[src/rtl/agendador_medicao_pkg.sv]
`default_nettype none
// +----------------------------------------------------------------------+
// | agendador_medicao_pkg: state codes and default timing constants      |
// | Revision: 1.0                                                        |
// +----------------------------------------------------------------------+
package agendador_medicao_pkg;

  localparam logic [3:0] ST_INICIAL        = 4'd0;
  localparam logic [3:0] ST_ESPERA         = 4'd1;
  localparam logic [3:0] ST_INICIA_MEDIDA  = 4'd2;
  localparam logic [3:0] ST_AGUARDA_MEDIDA = 4'd3;
  localparam logic [3:0] ST_REGISTRA       = 4'd4;
  localparam logic [3:0] ST_TRANSMITE      = 4'd5;
  localparam logic [3:0] ST_AGUARDA_TX     = 4'd6;
  localparam logic [3:0] ST_FALHA          = 4'd7;

  localparam int unsigned PERIODO_PADRAO        = 50_000_000;
  localparam int unsigned TIMEOUT_PADRAO        = 1_000_000;
  localparam int unsigned MAX_TENTATIVAS_PADRAO = 3;

endpackage
`default_nettype wire

[src/rtl/agendador_medicao_contador_m.sv]
`default_nettype none
// +----------------------------------------------------------------------+
// | contador_m: modulo-M counter with clear (zera), enable (conta), fim  |
// | Revision: 1.0                                                        |
// +----------------------------------------------------------------------+
module contador_m #(
  parameter int unsigned M = 16
) (
  input  logic clock,
  input  logic reset,
  input  logic zera,
  input  logic conta,
  output logic fim
);

  localparam int unsigned W = (M > 1) ? $clog2(M) : 1;
  localparam logic [W-1:0] ULTIMO = W'(M - 1);

  logic [W-1:0] valor_q, valor_d;

  always_comb begin
    valor_d = valor_q;
    if (zera) begin
      valor_d = '0;
    end else if (conta) begin
      valor_d = (valor_q == ULTIMO) ? '0 : valor_q + W'(1);
    end
  end

  always_ff @(posedge clock) begin
    if (reset) begin
      valor_q <= '0;
    end else begin
      valor_q <= valor_d;
    end
  end

  assign fim = (valor_q == ULTIMO);

endmodule
`default_nettype wire

[src/rtl/agendador_medicao.sv]
`default_nettype none
// +----------------------------------------------------------------------+
// | agendador_medicao: periodic/manual sensor read with retries, then    |
// | one transmission of the latched temperature/humidity words.          |
// | Revision: 1.0                                                        |
// +----------------------------------------------------------------------+
module agendador_medicao
  import agendador_medicao_pkg::*;
#(
  parameter int unsigned PERIODO_CICLOS = PERIODO_PADRAO,
  parameter int unsigned TIMEOUT_CICLOS = TIMEOUT_PADRAO,
  parameter int unsigned MAX_TENTATIVAS = MAX_TENTATIVAS_PADRAO
) (
  input  logic        clock,
  input  logic        reset,
  input  logic        habilita,
  input  logic        medir_agora,
  input  logic        sensor_pronto,
  input  logic        sensor_erro,
  input  logic [15:0] temperatura_in,
  input  logic [15:0] umidade_in,
  input  logic        pronto_transmissao,
  output logic        sensor_inicia,
  output logic        transmite,
  output logic [15:0] temperatura,
  output logic [15:0] umidade,
  output logic        ocupado,
  output logic        erro_sensor,
  output logic [3:0]  db_estado
);

  localparam logic [3:0] MAX_T = 4'(MAX_TENTATIVAS);

  logic [3:0]  estado_q, estado_d;
  logic [3:0]  tentativas_q, tentativas_d;
  logic        pendente_q, pendente_d;
  logic        erro_q, erro_d;
  logic [15:0] temperatura_q, temperatura_d;
  logic [15:0] umidade_q, umidade_d;

  logic fim_periodo, fim_timeout, tick, pedido;
  logic [3:0] tentativas_prox;

  contador_m #(.M(PERIODO_CICLOS)) u_periodo (
    .clock (clock),
    .reset (reset),
    .zera  (~habilita),
    .conta (habilita),
    .fim   (fim_periodo)
  );

  contador_m #(.M(TIMEOUT_CICLOS)) u_timeout (
    .clock (clock),
    .reset (reset),
    .zera  (estado_q == ST_INICIA_MEDIDA),
    .conta (estado_q == ST_AGUARDA_MEDIDA),
    .fim   (fim_timeout)
  );

  assign tick            = habilita & fim_periodo;
  assign tentativas_prox = tentativas_q + 4'd1;

  always_comb begin
    estado_d      = estado_q;
    tentativas_d  = tentativas_q;
    erro_d        = erro_q;
    temperatura_d = temperatura_q;
    umidade_d     = umidade_q;
    pedido        = pendente_q | tick | medir_agora;
    case (estado_q)
      ST_INICIAL: estado_d = ST_ESPERA;
      ST_ESPERA: begin
        if (pedido) begin
          estado_d     = ST_INICIA_MEDIDA;
          tentativas_d = 4'd0;
        end
      end
      ST_INICIA_MEDIDA: estado_d = ST_AGUARDA_MEDIDA;
      ST_AGUARDA_MEDIDA: begin
        // An error pulse wins over a simultaneous pronto; pronto wins over timeout.
        if (sensor_erro || (!sensor_pronto && fim_timeout)) begin
          tentativas_d = tentativas_prox;
          estado_d     = (tentativas_prox < MAX_T) ? ST_INICIA_MEDIDA : ST_FALHA;
        end else if (sensor_pronto) begin
          estado_d      = ST_REGISTRA;
          temperatura_d = temperatura_in;
          umidade_d     = umidade_in;
        end
      end
      ST_REGISTRA: begin
        erro_d   = 1'b0;
        estado_d = ST_TRANSMITE;
      end
      ST_TRANSMITE: estado_d = ST_AGUARDA_TX;
      ST_AGUARDA_TX: begin
        if (pronto_transmissao) estado_d = ST_ESPERA;
      end
      ST_FALHA: begin
        erro_d   = 1'b1;
        estado_d = ST_ESPERA;
      end
      default: estado_d = ST_INICIAL;
    endcase
    // Requests arriving at any time collapse into one; every start consumes it.
    pendente_d = (estado_d == ST_INICIA_MEDIDA) ? 1'b0 : pedido;
  end

  always_ff @(posedge clock) begin
    if (reset) begin
      estado_q      <= ST_INICIAL;
      tentativas_q  <= 4'd0;
      pendente_q    <= 1'b0;
      erro_q        <= 1'b0;
      temperatura_q <= 16'd0;
      umidade_q     <= 16'd0;
    end else begin
      estado_q      <= estado_d;
      tentativas_q  <= tentativas_d;
      pendente_q    <= pendente_d;
      erro_q        <= erro_d;
      temperatura_q <= temperatura_d;
      umidade_q     <= umidade_d;
    end
  end

  assign sensor_inicia = (estado_q == ST_INICIA_MEDIDA);
  assign transmite     = (estado_q == ST_TRANSMITE);
  assign ocupado       = (estado_q != ST_INICIAL) && (estado_q != ST_ESPERA);
  assign erro_sensor   = erro_q;
  assign temperatura   = temperatura_q;
  assign umidade       = umidade_q;
  assign db_estado     = estado_q;

endmodule
`default_nettype wire
[config.mk]
export PLATFORM = sky130hd
export DESIGN_NAME = agendador_medicao
export DESIGN_NICKNAME = d
export VERILOG_FILES = /design/src/rtl/agendador_medicao_pkg.sv /design/src/rtl/agendador_medicao_contador_m.sv /design/src/rtl/agendador_medicao.sv
export SDC_FILE = /design/constraint.sdc
export NUM_CORES = 1
export LEC_CHECK = 0
export BUFFER_PORTS_ARGS = -buffer_cell sky130_fd_sc_hd__buf_2
export CORE_ASPECT_RATIO = 0.6
export CORE_MARGIN = 2
export CORE_UTILIZATION = 54
export CTS_CLUSTER_DIAMETER = 200
export DETAILED_ROUTE_END_ITERATION = 8
export GPL_TIMING_DRIVEN = 1
export PLACE_DENSITY = 0.89
export SYNTH_ARGS = -nofsm -noshare
export SYNTH_HDL_FRONTEND = slang
export SYNTH_SLANG_ARGS = --single-unit
[constraint.sdc]
create_clock -name clock -period 2.4 [get_ports clock]
set_input_delay 0.24 -clock clock [delete_from_list [all_inputs] [get_ports clock]]
set_output_delay 0.24 -clock clock [all_outputs]
set_load 0.005 [all_outputs]
==> summary.txt <==
===========================================================================================
Final wirelength .............................................................      8.51 mm
Number of synthesized register bits ..........................................           88
Syn_nets .....................................................................          504
Startpoint of the most critical register-to-register path .................... db_estado[0]
Critical path launch point ................................................... db_estado[0]
Average via count per standard cell ..........................................         5.37
Post-route core utilization ..................................................        67.5%
Routed via count .............................................................         3365
Slew of the pin with the lowest slew margin ..................................       591 ps
Worst Reg-to-Reg Cells .......................................................            7
Count of instances resized after the clock tree is built .....................            0
Final worst path period share ................................................        87.9%
Commonest cells in the synthesized netlist ................................... 94 x sky130_fd_sc_hd__nand2_1, 88 x sky130_fd_sc_hd__dfxtp_1, 67 x sky130_fd_sc_hd__nor2_1
CP required ..................................................................      2630 ps
Worst clock skew .............................................................      7.18 ps
Final cell count without fillers .............................................          627
Area of the core region ...................................................... 0.00673 sq mm
Capturing element of the worst setup path .................................... u_timeout.valor_q[19]
Fmax achieved ................................................................      474 MHz
Tightest Hold Check Type .....................................................       in2reg
Pin count of the biggest net entering global routing .........................           33
Fraction of final layout cells sized beyond drive strength 1 .................        20.7%
Most used standard cell by instance count after synthesis .................... sky130_fd_sc_hd__nand2_1
Seq/Total Area, Yosys ........................................................        46.3%
Clock tree from TritonCTS ....................................................        built
H-tree levels ................................................................            3
Power spent charging and discharging nets ....................................     0.645 mW
Number of placed instances with taps included ................................          611
Status ....................................................................... complete, no violations
Worst R2R Setup Slack ........................................................       290 ps
Leading post-synthesis cells by cell area .................................... sky130_fd_sc_hd__dfxtp_1 46%, sky130_fd_sc_hd__nand2_1 9.3%, sky130_fd_sc_hd__xor2_1 6.7%
GP Congestion ................................................................        0.795
Vertical die dimension .......................................................      69.0 um
Worst-case vdd ir drop .......................................................       503 uV
Final-report hold violation count ............................................            0
Worst setup EP type ..........................................................    flip-flop
Maximum fanout count along the critical path .................................           15
Hold WS ......................................................................       134 ps
Initial antenna violation count ..............................................            0
HPWL after detailed placement ................................................      6.15 mm
Die ar. ...................................................................... 0.00776 sq mm
Cts bufs inserted ............................................................            9
Final setup violation count ..................................................            0
Total count of max-transition violations in the final report .................            0
Number of design-rule violations left by the first detailed-router iteration .          366
Critical register-to-register path endpoint .................................. u_timeout.valor_q[19]
Part of the power in the clock network .......................................        45.3%
Hold-fix buffers at CTS ......................................................            0
Number of maximum-capacitance constraint violations ..........................            0
Num ports ....................................................................           79
Post-CTS setup buffer count ..................................................            0
Filler Cells Inserted ........................................................          526
Number of input and output port buffers inserted .............................           78
Share of total power in combinational logic ..................................         3.3%
Cell taking the most area after synthesis .................................... sky130_fd_sc_hd__dfxtp_1
Most used flip-flop cell after synthesis ..................................... sky130_fd_sc_hd__dfxtp_1
Power after layout ...........................................................      2.87 mW
Rel. slew slack ..............................................................        60.2%
Global-route congestion overflow total .......................................            0
Synth Instances ..............................................................          461
Setup Crit Path Kind .........................................................      reg2reg
Number of global-route vias before repair ....................................         3022
Number of nets still failing antenna checks after routing ....................            0
# clock sinks ................................................................           88
First-pass GRT wire length ...................................................      14.2 mm
Internal power contribution ..................................................      2.22 mW
Clock latency at the later pin of the worst-skew pair ........................       340 ps
Worst path arrival time ......................................................      2340 ps
TNS Setup ....................................................................         0 ps
Pre-Repair DR Iteration Count ................................................            4
Maximum root-to-sink buffer count ............................................            2
Number of antenna cells inserted .............................................            0
P&R area growth vs syn .......................................................        19.4%
Initial Utilization ..........................................................        56.5%
Power share of the sequential group ..........................................        51.4%
CTS Root Cell ................................................................ sky130_fd_sc_hd__clkbuf_16
Synthesis Warnings ...........................................................            0
Clock slew seen by the registers of the worst setup and hold paths ...........        60 ps
Overall die width ............................................................       112 um
Areal power density over the cells ...........................................  632 mW/mm^2
Mapped cell area ............................................................. 0.00380 sq mm
Post-synthesis async set-or-reset flop share .................................           0%
Leakage Power ................................................................      1.79 nW
# nets final .................................................................          578
Period minus WS final ........................................................      2110 ps
Sw Ratio .....................................................................        22.5%
Number of distinct library cells after synthesis .............................           50
Syn Area/Cell ................................................................   8.25 sq um
Routed wirelength normalized by instance count ...............................      13.6 um
DRC violation count after routing ............................................            0
RSZ-0062 raised after global routing .........................................        false
Overall fraction of global-route tracks in use ...............................        22.5%
Share of the synthesized area in the top cell type ...........................        46.3%
Startpoint Class .............................................................    flip-flop
Rows .........................................................................           23
Number of synthesized flops with an enable pin ...............................            0
===========================================================================================
metrics by stage:
stage | cell area, sq um | setup slack, ps
2_1_floorplan | 3800 | 592
3_3_place_gp | 4260 | 397
3_5_place_dp | 4260 | 314
4_1_cts | 4540 | 288
5_1_grt | 4540 | 112
6_report | 4540 | 290
area by class of cell:
type | instances | area [sq um] | share of cell area (%)
Tap cell | 87 | 109 | 2.40
Timing Repair Buffer | 85 | 443 | 9.75
Inverter | 10 | 37.5 | 0.826
Multi-Input combinational cell | 341 | 1910 | 42.1
Clock buffer | 10 | 229 | 5.04
Clock inverter | 6 | 51.3 | 1.13
Sequential cell | 88 | 1760 | 38.8
per-layer routing:
metal / vias up / routed length (um) / global-route usage (%) / part of all wire [%]
li1: 1692 / - / - / -
met1: 1537 / 4090 / 30.5 / 48
met2: 126 / 3730 / 34.3 / 44
met3: 10 / 606 / 8.27 / 7.1
met4: 0 / 78 / 5.56 / 0.92
met5: - / 0 / 0 / 0
placed cells by master (no fill, tap or decap), types with 2 or more instances in the layout:
| cell | n |
|---|---|
| sky130_fd_sc_hd__a211o_1 | 2 |
| sky130_fd_sc_hd__a21oi_1 | 40 |
| sky130_fd_sc_hd__and2_1 | 2 |
| sky130_fd_sc_hd__and3_1 | 9 |
| sky130_fd_sc_hd__and4_1 | 3 |
| sky130_fd_sc_hd__buf_2 | 78 |
| sky130_fd_sc_hd__buf_4 | 7 |
| sky130_fd_sc_hd__clkbuf_16 | 9 |
| sky130_fd_sc_hd__clkinv_4 | 2 |
| sky130_fd_sc_hd__dfxtp_1 | 88 |
| sky130_fd_sc_hd__ha_1 | 4 |
| sky130_fd_sc_hd__inv_1 | 10 |
| sky130_fd_sc_hd__inv_6 | 3 |
| sky130_fd_sc_hd__mux2i_1 | 3 |
| sky130_fd_sc_hd__nand2_1 | 94 |
| sky130_fd_sc_hd__nand3_1 | 18 |
| sky130_fd_sc_hd__nand3b_1 | 2 |
| sky130_fd_sc_hd__nand4_1 | 9 |
| sky130_fd_sc_hd__nor2_1 | 67 |
| sky130_fd_sc_hd__nor3_1 | 6 |
| sky130_fd_sc_hd__nor4_1 | 2 |
| sky130_fd_sc_hd__nor4b_1 | 2 |
| sky130_fd_sc_hd__nor4b_2 | 2 |
| sky130_fd_sc_hd__o21ai_0 | 4 |
| sky130_fd_sc_hd__o32ai_1 | 2 |
| sky130_fd_sc_hd__or3_1 | 2 |
| sky130_fd_sc_hd__xnor2_1 | 13 |
| sky130_fd_sc_hd__xor2_1 | 29 |
worst min-delay path by stage:
stage	from	to	slack (ps)	depth (start not counted)
floorplan	temperatura_in[0]	temperatura[0]	380	2
global placement	umidade[12]	umidade[12]	440	2
detailed placement	umidade[7]	umidade[7]	440	2
CTS	umidade_in[14]	umidade[14]	120	3
global route	umidade_in[9]	umidade[9]	120	3
finish	umidade_in[14]	umidade[14]	130	3
cell families (layout without fill, tap and decap cells):
group	Yosys count	count (layout)	synth area share [%]
AND/OR/NAND/NOR	231	231	28.8
flip-flops	88	88	46.3
adder cells (fa/ha/maj)	4	4	1.32
XOR/XNOR	42	42	9.67
buffers and inverters	32	111	3.45
multiplexers	3	3	0.789
AO/OA/AOI/OAI	60	60	9.54
other	1	1	0.0986
critical path: stages, from the launching register on:
cell and delay, ps:
sky130_fd_sc_hd__dfxtp_1 550, sky130_fd_sc_hd__nor4bb_1 320, sky130_fd_sc_hd__buf_4 210, sky130_fd_sc_hd__nand4_2 190, sky130_fd_sc_hd__nor3_2 320, sky130_fd_sc_hd__nand4_1 160, sky130_fd_sc_hd__xor2_1 190, sky130_fd_sc_hd__nor2_1 50
state kept, by name, summed over array words and instances (netlist names):
| name | flops |
|---|---|
| u_timeout.valor_q | 20 |
| u_periodo.valor_q | 26 |
| pendente_q | 1 |
| umidade | 16 |
| erro_sensor | 1 |
| db_estado | 4 |
| tentativas_q | 4 |
| temperatura | 16 |
power by group through the flow:
| stage | Clock (mW) | Sequential (mW) | Combinational, mW |
|---|---|---|---|
| 6_report | 1.30 | 1.48 | 0.0950 |
| 3_3_place_gp | 0 | 1.51 | 0.0936 |
| 5_1_grt | 1.40 | 1.48 | 0.106 |
| 3_5_place_dp | 0 | 1.51 | 0.0945 |
| 4_1_cts | 1.34 | 1.48 | 0.0953 |
| 2_1_floorplan | 0 | 1.50 | 0.0509 |
Power figures use the tool's default switching activity.
